File: src/rtl/timer_dev_pkg.sv
// Shared definitions for the timer_dev bridge device: register offsets, CTRL
// bit positions, mode encodings, FSM states and the HWInt line it drives.
package timer_dev_pkg;

  localparam logic [1:0] TIMER_CTRL     = 2'd0;
  localparam logic [1:0] TIMER_PRESET   = 2'd1;
  localparam logic [1:0] TIMER_COUNT    = 2'd2;
  localparam logic [1:0] TIMER_PRESCALE = 2'd3;

  localparam int CTRL_EN       = 0;
  localparam int CTRL_MODE_LSB = 1;
  localparam int CTRL_MODE_MSB = 2;
  localparam int CTRL_IM       = 3;

  localparam logic [1:0] MODE_ONESHOT = 2'b00;
  localparam logic [1:0] MODE_RELOAD  = 2'b01;

  localparam int TIMER_HWINT_BIT = 2;
  localparam int PRESCALE_W      = 8;

  typedef enum logic [1:0] {
    ST_IDLE = 2'd0,
    ST_LOAD = 2'd1,
    ST_CNT  = 2'd2,
    ST_INT  = 2'd3
  } state_t;

  // Only the exact 01 encoding reloads; 1x behaves as one-shot.
  function automatic logic is_reload(input logic [3:0] ctrl);
    return ctrl[CTRL_MODE_MSB:CTRL_MODE_LSB] == MODE_RELOAD;
  endfunction

endpackage

File: src/rtl/timer_prescaler.sv
// Clock divider for the timer: tick is high on the cycle the divider equals
// prescale; it restarts from zero whenever clear is asserted.
module timer_prescaler
  import timer_dev_pkg::*;
(
  input  logic                  clk,
  input  logic                  rst,
  input  logic                  clear,
  input  logic                  run,
  input  logic [PRESCALE_W-1:0] prescale,
  output logic                  tick
);

  logic [PRESCALE_W-1:0] div;

  assign tick = (div == prescale);

  always_ff @(posedge clk or negedge rst) begin
    if (!rst) begin
      div <= '0;
    end else if (clear) begin
      div <= '0;
    end else if (run) begin
      div <= tick ? '0 : div + {{(PRESCALE_W-1){1'b0}}, 1'b1};
    end
  end

endmodule

File: src/rtl/timer_dev.sv
// Memory-mapped programmable timer (CTRL/PRESET/COUNT) driving one HWInt line.
// Optional TIMER_PRESCALE_EN adds a PRESCALE register at address 3.
module timer_dev
  import timer_dev_pkg::*;
#(
  parameter int unsigned       CNT_W        = 32,
  parameter logic [CNT_W-1:0]  RESET_PRESET = '0
) (
  input  logic        clk,
  input  logic        rst,
  input  logic [1:0]  addr,
  input  logic        we,
  input  logic [31:0] din,
  output logic [31:0] dout,
  output logic        irq,
  output logic [1:0]  state_dbg
);

  state_t           state, state_nx;
  logic [3:0]       ctrl, ctrl_nx;
  logic [CNT_W-1:0] preset, count;
  logic             flag, flag_nx;
  logic             ctrl_wr, preset_wr, en, tick;
  logic             load_cnt, dec_cnt, set_flag, clr_flag, clr_en;

  assign ctrl_wr   = we && (addr == TIMER_CTRL);
  assign preset_wr = we && (addr == TIMER_PRESET);
  assign en        = ctrl[CTRL_EN];
  assign state_dbg = state;

`ifdef TIMER_PRESCALE_EN
  logic [PRESCALE_W-1:0] prescale;

  always_ff @(posedge clk or negedge rst) begin
    if (!rst) begin
      prescale <= '0;
    end else if (we && (addr == TIMER_PRESCALE)) begin
      prescale <= din[PRESCALE_W-1:0];
    end
  end

  timer_prescaler u_prescaler (
    .clk      (clk),
    .rst      (rst),
    .clear    (state == ST_LOAD),
    .run      ((state == ST_CNT) && en),
    .prescale (prescale),
    .tick     (tick)
  );
`else
  assign tick = 1'b1;
`endif

  always_comb begin
    state_nx = state;
    load_cnt = 1'b0;
    dec_cnt  = 1'b0;
    set_flag = 1'b0;
    clr_flag = 1'b0;
    clr_en   = 1'b0;
    case (state)
      ST_IDLE: if (en) state_nx = ST_LOAD;
      ST_LOAD: begin
        if (en) begin
          load_cnt = 1'b1;
          state_nx = ST_CNT;
        end else begin
          state_nx = ST_IDLE;
        end
      end
      ST_CNT: begin
        if (!en) begin
          state_nx = ST_IDLE;
        end else if (tick) begin
          if (count != '0) begin
            dec_cnt = 1'b1;
          end else begin
            set_flag = 1'b1;
            state_nx = ST_INT;
          end
        end
      end
      ST_INT: begin
        if (is_reload(ctrl)) begin
          clr_flag = 1'b1;
          state_nx = ST_LOAD;
        end else begin
          clr_en   = 1'b1;
          state_nx = ST_IDLE;
        end
      end
      default: state_nx = ST_IDLE;
    endcase
  end

  // A bus write to CTRL beats the FSM's EN clear; a flag set beats the write's clear.
  always_comb begin
    ctrl_nx = ctrl;
    if (ctrl_wr) begin
      ctrl_nx = din[3:0];
    end else if (clr_en) begin
      ctrl_nx[CTRL_EN] = 1'b0;
    end
    flag_nx = flag;
    if (set_flag) begin
      flag_nx = 1'b1;
    end else if (ctrl_wr || clr_flag) begin
      flag_nx = 1'b0;
    end
  end

  always_ff @(posedge clk or negedge rst) begin
    if (!rst) begin
      state  <= ST_IDLE;
      ctrl   <= '0;
      flag   <= 1'b0;
      irq    <= 1'b0;
      preset <= RESET_PRESET;
      count  <= '0;
    end else begin
      state <= state_nx;
      ctrl  <= ctrl_nx;
      flag  <= flag_nx;
      irq   <= flag_nx & ctrl_nx[CTRL_IM];
      if (preset_wr) preset <= din[CNT_W-1:0];
      if (load_cnt) begin
        count <= preset;
      end else if (dec_cnt) begin
        count <= count - {{(CNT_W-1){1'b0}}, 1'b1};
      end
    end
  end

  always_comb begin
    dout = '0;
    case (addr)
      TIMER_CTRL:   dout[3:0]       = ctrl;
      TIMER_PRESET: dout[CNT_W-1:0] = preset;
      TIMER_COUNT:  dout[CNT_W-1:0] = count;
`ifdef TIMER_PRESCALE_EN
      TIMER_PRESCALE: dout[PRESCALE_W-1:0] = prescale;
`endif
      default:      dout = '0;
    endcase
  end

endmodule
File: config.mk
export PLATFORM = sky130hd
export DESIGN_NAME = timer_dev
export DESIGN_NICKNAME = d
export VERILOG_FILES = /design/src/rtl/timer_dev_pkg.sv /design/src/rtl/timer_prescaler.sv /design/src/rtl/timer_dev.sv
export SDC_FILE = /design/constraint.sdc
export NUM_CORES = 1
export LEC_CHECK = 0
export ABC_AREA = 1
export BUFFER_PORTS_ARGS = -buffer_cell sky130_fd_sc_hd__buf_2
export CORE_MARGIN = 1.5
export CORE_UTILIZATION = 58
export CTS_CLUSTER_DIAMETER = 60
export DETAILED_ROUTE_END_ITERATION = 8
export GPL_ROUTABILITY_DRIVEN = 0
export HOLD_SLACK_MARGIN = 0.08
export PLACE_DENSITY_LB_ADDON = 0.25
export SLEW_MARGIN = 10
export SYNTH_ARGS = -nofsm -noshare
export SYNTH_HDL_FRONTEND = slang
export SYNTH_HIERARCHICAL = 1
export SYNTH_SLANG_ARGS = --single-unit
File: constraint.sdc
create_clock -name clk -period 2.37 [get_ports clk]
set_clock_uncertainty 0.15 [all_clocks]
set_input_delay 0.474 -clock clk [delete_from_list [all_inputs] [get_ports clk]]
set_output_delay 0.474 -clock clk [all_outputs]
set_load 0.02 [all_outputs]
### Word-level counts from Yosys, hierarchy flattened

Cells that the tools add are included.

| word-level totals | value |
|---|---|
| bits in registers | 72 |

| operators by class | value |
|---|---|
| bitwise logic cells | 1 |
| multiplexer cells | 27 |
| reduce and logical (&&, ||, !) cells | 9 |
| add/subtract/negate cells | 1 |
| eq/ne operators | 8 |

Operators with widths:

| cell | count |
|---|---|
| $mux W32 | 2 |
| $pmux W28 S2 | 1 |
| $reduce_bool A32 Y1 | 1 |
| $sub A32 B1 Y32 const B | 1 |
| $mux W1 | 17 |
| $pmux W4 S3 | 1 |
| $mux W2 | 4 |
| $pmux W2 S4 | 1 |
| $eq A2 B1 Y1 const B | 3 |
| $eq A2 B2 Y1 const B | 3 |
| $logic_not A2 Y1 | 2 |
| $reduce_bool A2 Y1 | 2 |
| $mux W3 | 1 |
| $ne A3 B3 Y1 const B | 1 |
| $logic_and A1 B1 Y1 | 2 |
| $ne A2 B2 Y1 const B | 1 |
| $reduce_and A2 Y1 | 1 |
| $and A1 B1 Y1 | 1 |
| $logic_or A1 B1 Y1 | 1 |

### Depth between registers and ports, before layout

| logic depth | value |
|---|---|
| word-level depth | 7 |
| depth in mapped cells | 11 |

### Least setup slack after synthesis

OpenSTA, ideal clock, no wires.

| timing | value |
|---|---|
| kind | input to output |
| start | in addr[1] |
| end | out dout[11] |
| required time | 1746 ps |
| cell stages on the path | 6 |
| data arrival time | 1564 ps |
| slack | 182 ps |
| buffers on the path | 2 |
| path through | inv_1 -> ha_1 -> clkbuf_1 -> clkbuf_1 -> nand2_1 -> a21oi_1 |

| on the way | value |
|---|---|
| word-level cells in the longest chain between the ends | 2 |

Ends and longest elaborated chain:

| what | line | source |
|---|---|---|
| from (decl) | timer_dev.sv:11 | `input logic [1:0] addr,` |
| $eq A2 B2 Y1 / $eq A2 B1 Y1 (equally long branches) | timer_dev.sv:136 | `case (addr)` |
| $pmux W28 S2 * | timer_dev.sv:136 |  |
| to (decl) | timer_dev.sv:14 | `output logic [31:0] dout,` |

Every way passes the cells marked *; elsewhere a longest branch is shown, timed or not.

### Final worst setup path

| timing | value |
|---|---|
| start | in addr[0] |
| end | out dout[9] |

Same word-level chain as after synthesis.

==> impl_metrics.toml <==
[final_layout]
antennaDiodeCount = 0
fin_nets = 780
finalNonFillerCells = 845
layout-drive-gt1-share = 0.277
area_growth_pct = 21.3
final_area_mm2 = 0.00562
n_fill_cell = 594

[cts]
tritoncts = "built"
cts.repair.resized = 0
cts.sinks = 72
clock_latency_ns = 0.36
h-tree-depth = 3
clock-root-buffer = "clkbuf_8"
numCtsBuffers = 9
cts_max_path_buffers = 2
clk_pin_slew_ns = 0.08

[synth]
syn_avg_cell_area_um2 = 7.32
synth_common_cells = "nand2_1, nand3_1, dfrtp_1"
syn_area_mm2 = 0.00463
ys_ff_latch = 72
synth_enable_flop_cells = 0
yosysMostFrequentCell = "nand2_1"
yosys.area.top_type = "dfrtp_1"
ys.flop_type = "dfrtp_1"
synth_top_area_frac = 0.389
netlist_instances = 632
yosysUniqueCellTypes = 28
synth_nets = 674
yosysWarnings = 6
async_reset_ff_frac = 1.00
yosys-top-cells-area = "dfrtp_1, nand2_1, nand3_1, mux2_2, nor2_1"
yosysSeqAreaShare = 0.389

[worst_setup_path]
crit_type = "input pin to output port"
r2r-end = "count[12]$_DFFE_PN0P_"
crit_end = "dout[9]"
crit_cells = 6
crit_chain = "buf_2 > inv_1 > ha_1 > inv_2 > a21oi_1 > buf_2"
max_stage_delay_ns = 0.40
cp.required_ns = 1.75
crit_top_cell = "buf_2"
slowest_stage = "inv_2"
cp-end-kind = "output port"
worstReg2RegStart = "count[0]$_DFFE_PN0P_"
cp.arrival_ns = 1.63
reg2reg_depth = 9
r2r_slack_ns = 0.16
path_buf_inv = 4
start_kind = "input pin"
critPathLaunch = "addr[0]"
path_max_fanout = 28
crit_family = "buffers and inverters"

[floorplanning]
die_y_um = 92.3
dieArea_mm2 = 0.00852
fp.dieW_um = 92.3
core_area_mm2 = 0.00773
start_util = 0.599
io_pins = 72
rows = 32

[sta]
final-setup-viol-count = 0
max_slew_margin = 0.274
fin_crit_ns = 2.25
fmax_mhz = 444
hold_viol = 0
period_share = 0.951
rsz0062_at_grt = "false"
drv_slew = 0
fin_ws_ns = 0.116
tightest_slew_ns = 1.08
fin_hold_ws_ns = 0.191

[pwr]
power.density_mw_per_mm2 = 1040
ir_drop_mv = 0.540
totalPowerFinal_uw = 5860
p_seq_frac = 0.317
power_leakage_uw = 0.00287
switching_share = 0.434
p_int_uw = 3320
switchingPower_uw = 2540
power_frac_clock = 0.188
p_comb_frac = 0.495

[outcome]
outcome = "finished clean"

[placement]
hpwl_um = 8640
place_ws_ns = -0.0421
portBuffers = 71
placed_cell_area_mm2 = 0.00537
placed_cells_incl_taps = 827

[detailed_routing]
drtPass1Iterations = 5
drc_errors = 0
viasPerCell = 5.55
wirelength_um = 12300
drt_iter0_drc = 328
antenna_left = 0
wire_per_inst_um = 14.5
via_count = 4689

[run]
max-cap-violations = 0

[global_routing]
grt_max_degree = 73
first_global_vias = 4408
grt_first_pass_wirelength_um = 20500
grt_usage = 0.304
overflow = 0
antenna_found_initial = 0

[hold_path]
hold_class = "input pin to flip-flop"
==> per-layer routing <==
layer | up-vias | wire length (um) | GRT usage
li1 | 2232 | - | -
met5 | - | 0 | 0
met4 | 0 | 331 | 0.126
met3 | 41 | 845 | 0.0468
met2 | 229 | 5920 | 0.499
met1 | 2187 | 5180 | 0.402
==> stage by stage <==
stage / util / TNS, ns
after floorplan: - / 0
after global placement: 0.695 / 0
after detailed placement: 0.695 / -0.188
after CTS: 0.727 / 0
after global routing: 0.727 / 0
final: 0.727 / 0
==> worst register-to-register path: stages, from the launching register on <==
cell and delay [ns]:
dfrtp_1 0.34, inv_1 0.06, ha_1 0.24, nand2_4 0.11, nor2_8 0.05, nand2_4 0.08
nor2_4 0.05, nor3_2 0.85, nand2_2 0.09, nand3_1 0.12
==> cells in the final DEF, fill, tap and decap left out, drive strengths merged, types with 3 or more instances in the layout <==
master  count
ha          5
nor3        3
nand2     231
o21ai      15
nand3      79
clkbuf     11
buf       117
dfrtp      72
nand4       9
nor2       70
mux2       29
xnor2       7
a21oi      31
inv        49
xor2        7
==> state kept, by name, indices dropped and copies added (netlist names) <==
register	cells
irq	1
state_dbg	2
preset	32
count	32
ctrl	4
flag	1
==> worst min-delay path by stage <==
stage | to | slack [ns] | cells past startpoint | from
after floorplan | count[0]$_DFFE_PN0P_ | 0.03 | 0 | rst
after global placement | ctrl[1]$_DFFE_PN0P_ | 0.34 | 2 | ctrl[1]$_DFFE_PN0P_
after detailed placement | ctrl[1]$_DFFE_PN0P_ | 0.35 | 2 | ctrl[1]$_DFFE_PN0P_
after CTS | preset[19]$_DFFE_PN0P_ | 0.19 | 2 | din[19]
after global routing | preset[19]$_DFFE_PN0P_ | 0.19 | 2 | din[19]
final | preset[19]$_DFFE_PN0P_ | 0.19 | 2 | din[19]
==> power by group through the flow <==
stage                     Clock [uW]  Combinational [uW]  Sequential (uW)
after floorplan                    0                1750             1950
after global placement             0                2740             1850
after detailed placement           0                2840             1870
after CTS                       1110                2870             1850
after global routing            1160                3200             1900
final                           1100                2900             1860
==> final cells by class <==
cell class / instances / area, um2 / share of cell area
Multi-Input combinational cell: 488 / 2520 / 0.449
Sequential cell: 72 / 1800 / 0.321
Clock inverter: 5 / 80.1 / 0.0143
Inverter: 49 / 184 / 0.0328
Tap cell: 102 / 128 / 0.0227
Timing Repair Buffer: 118 / 761 / 0.135
Clock buffer: 11 / 141 / 0.0252
==> cell families after synthesis <==
kind of cell,count (synthesis),synth area share
xor+xnor,14,0.0265
fa+ha+maj,5,0.0135
compound gates,47,0.0511
buf+inv,73,0.0689
mux,29,0.0706
flops,72,0.389
simple gates,392,0.380
==> timing repair <==
action / 4_1_cts / 5_1_grt
endpoints found under the hold margin: 72 / 0
buffers inserted: 0 / 0
setup endpoints to repair: 6 / 0
hold buffers: 1 / 0
No activity file was read; power rests on OpenSTA's default activity.
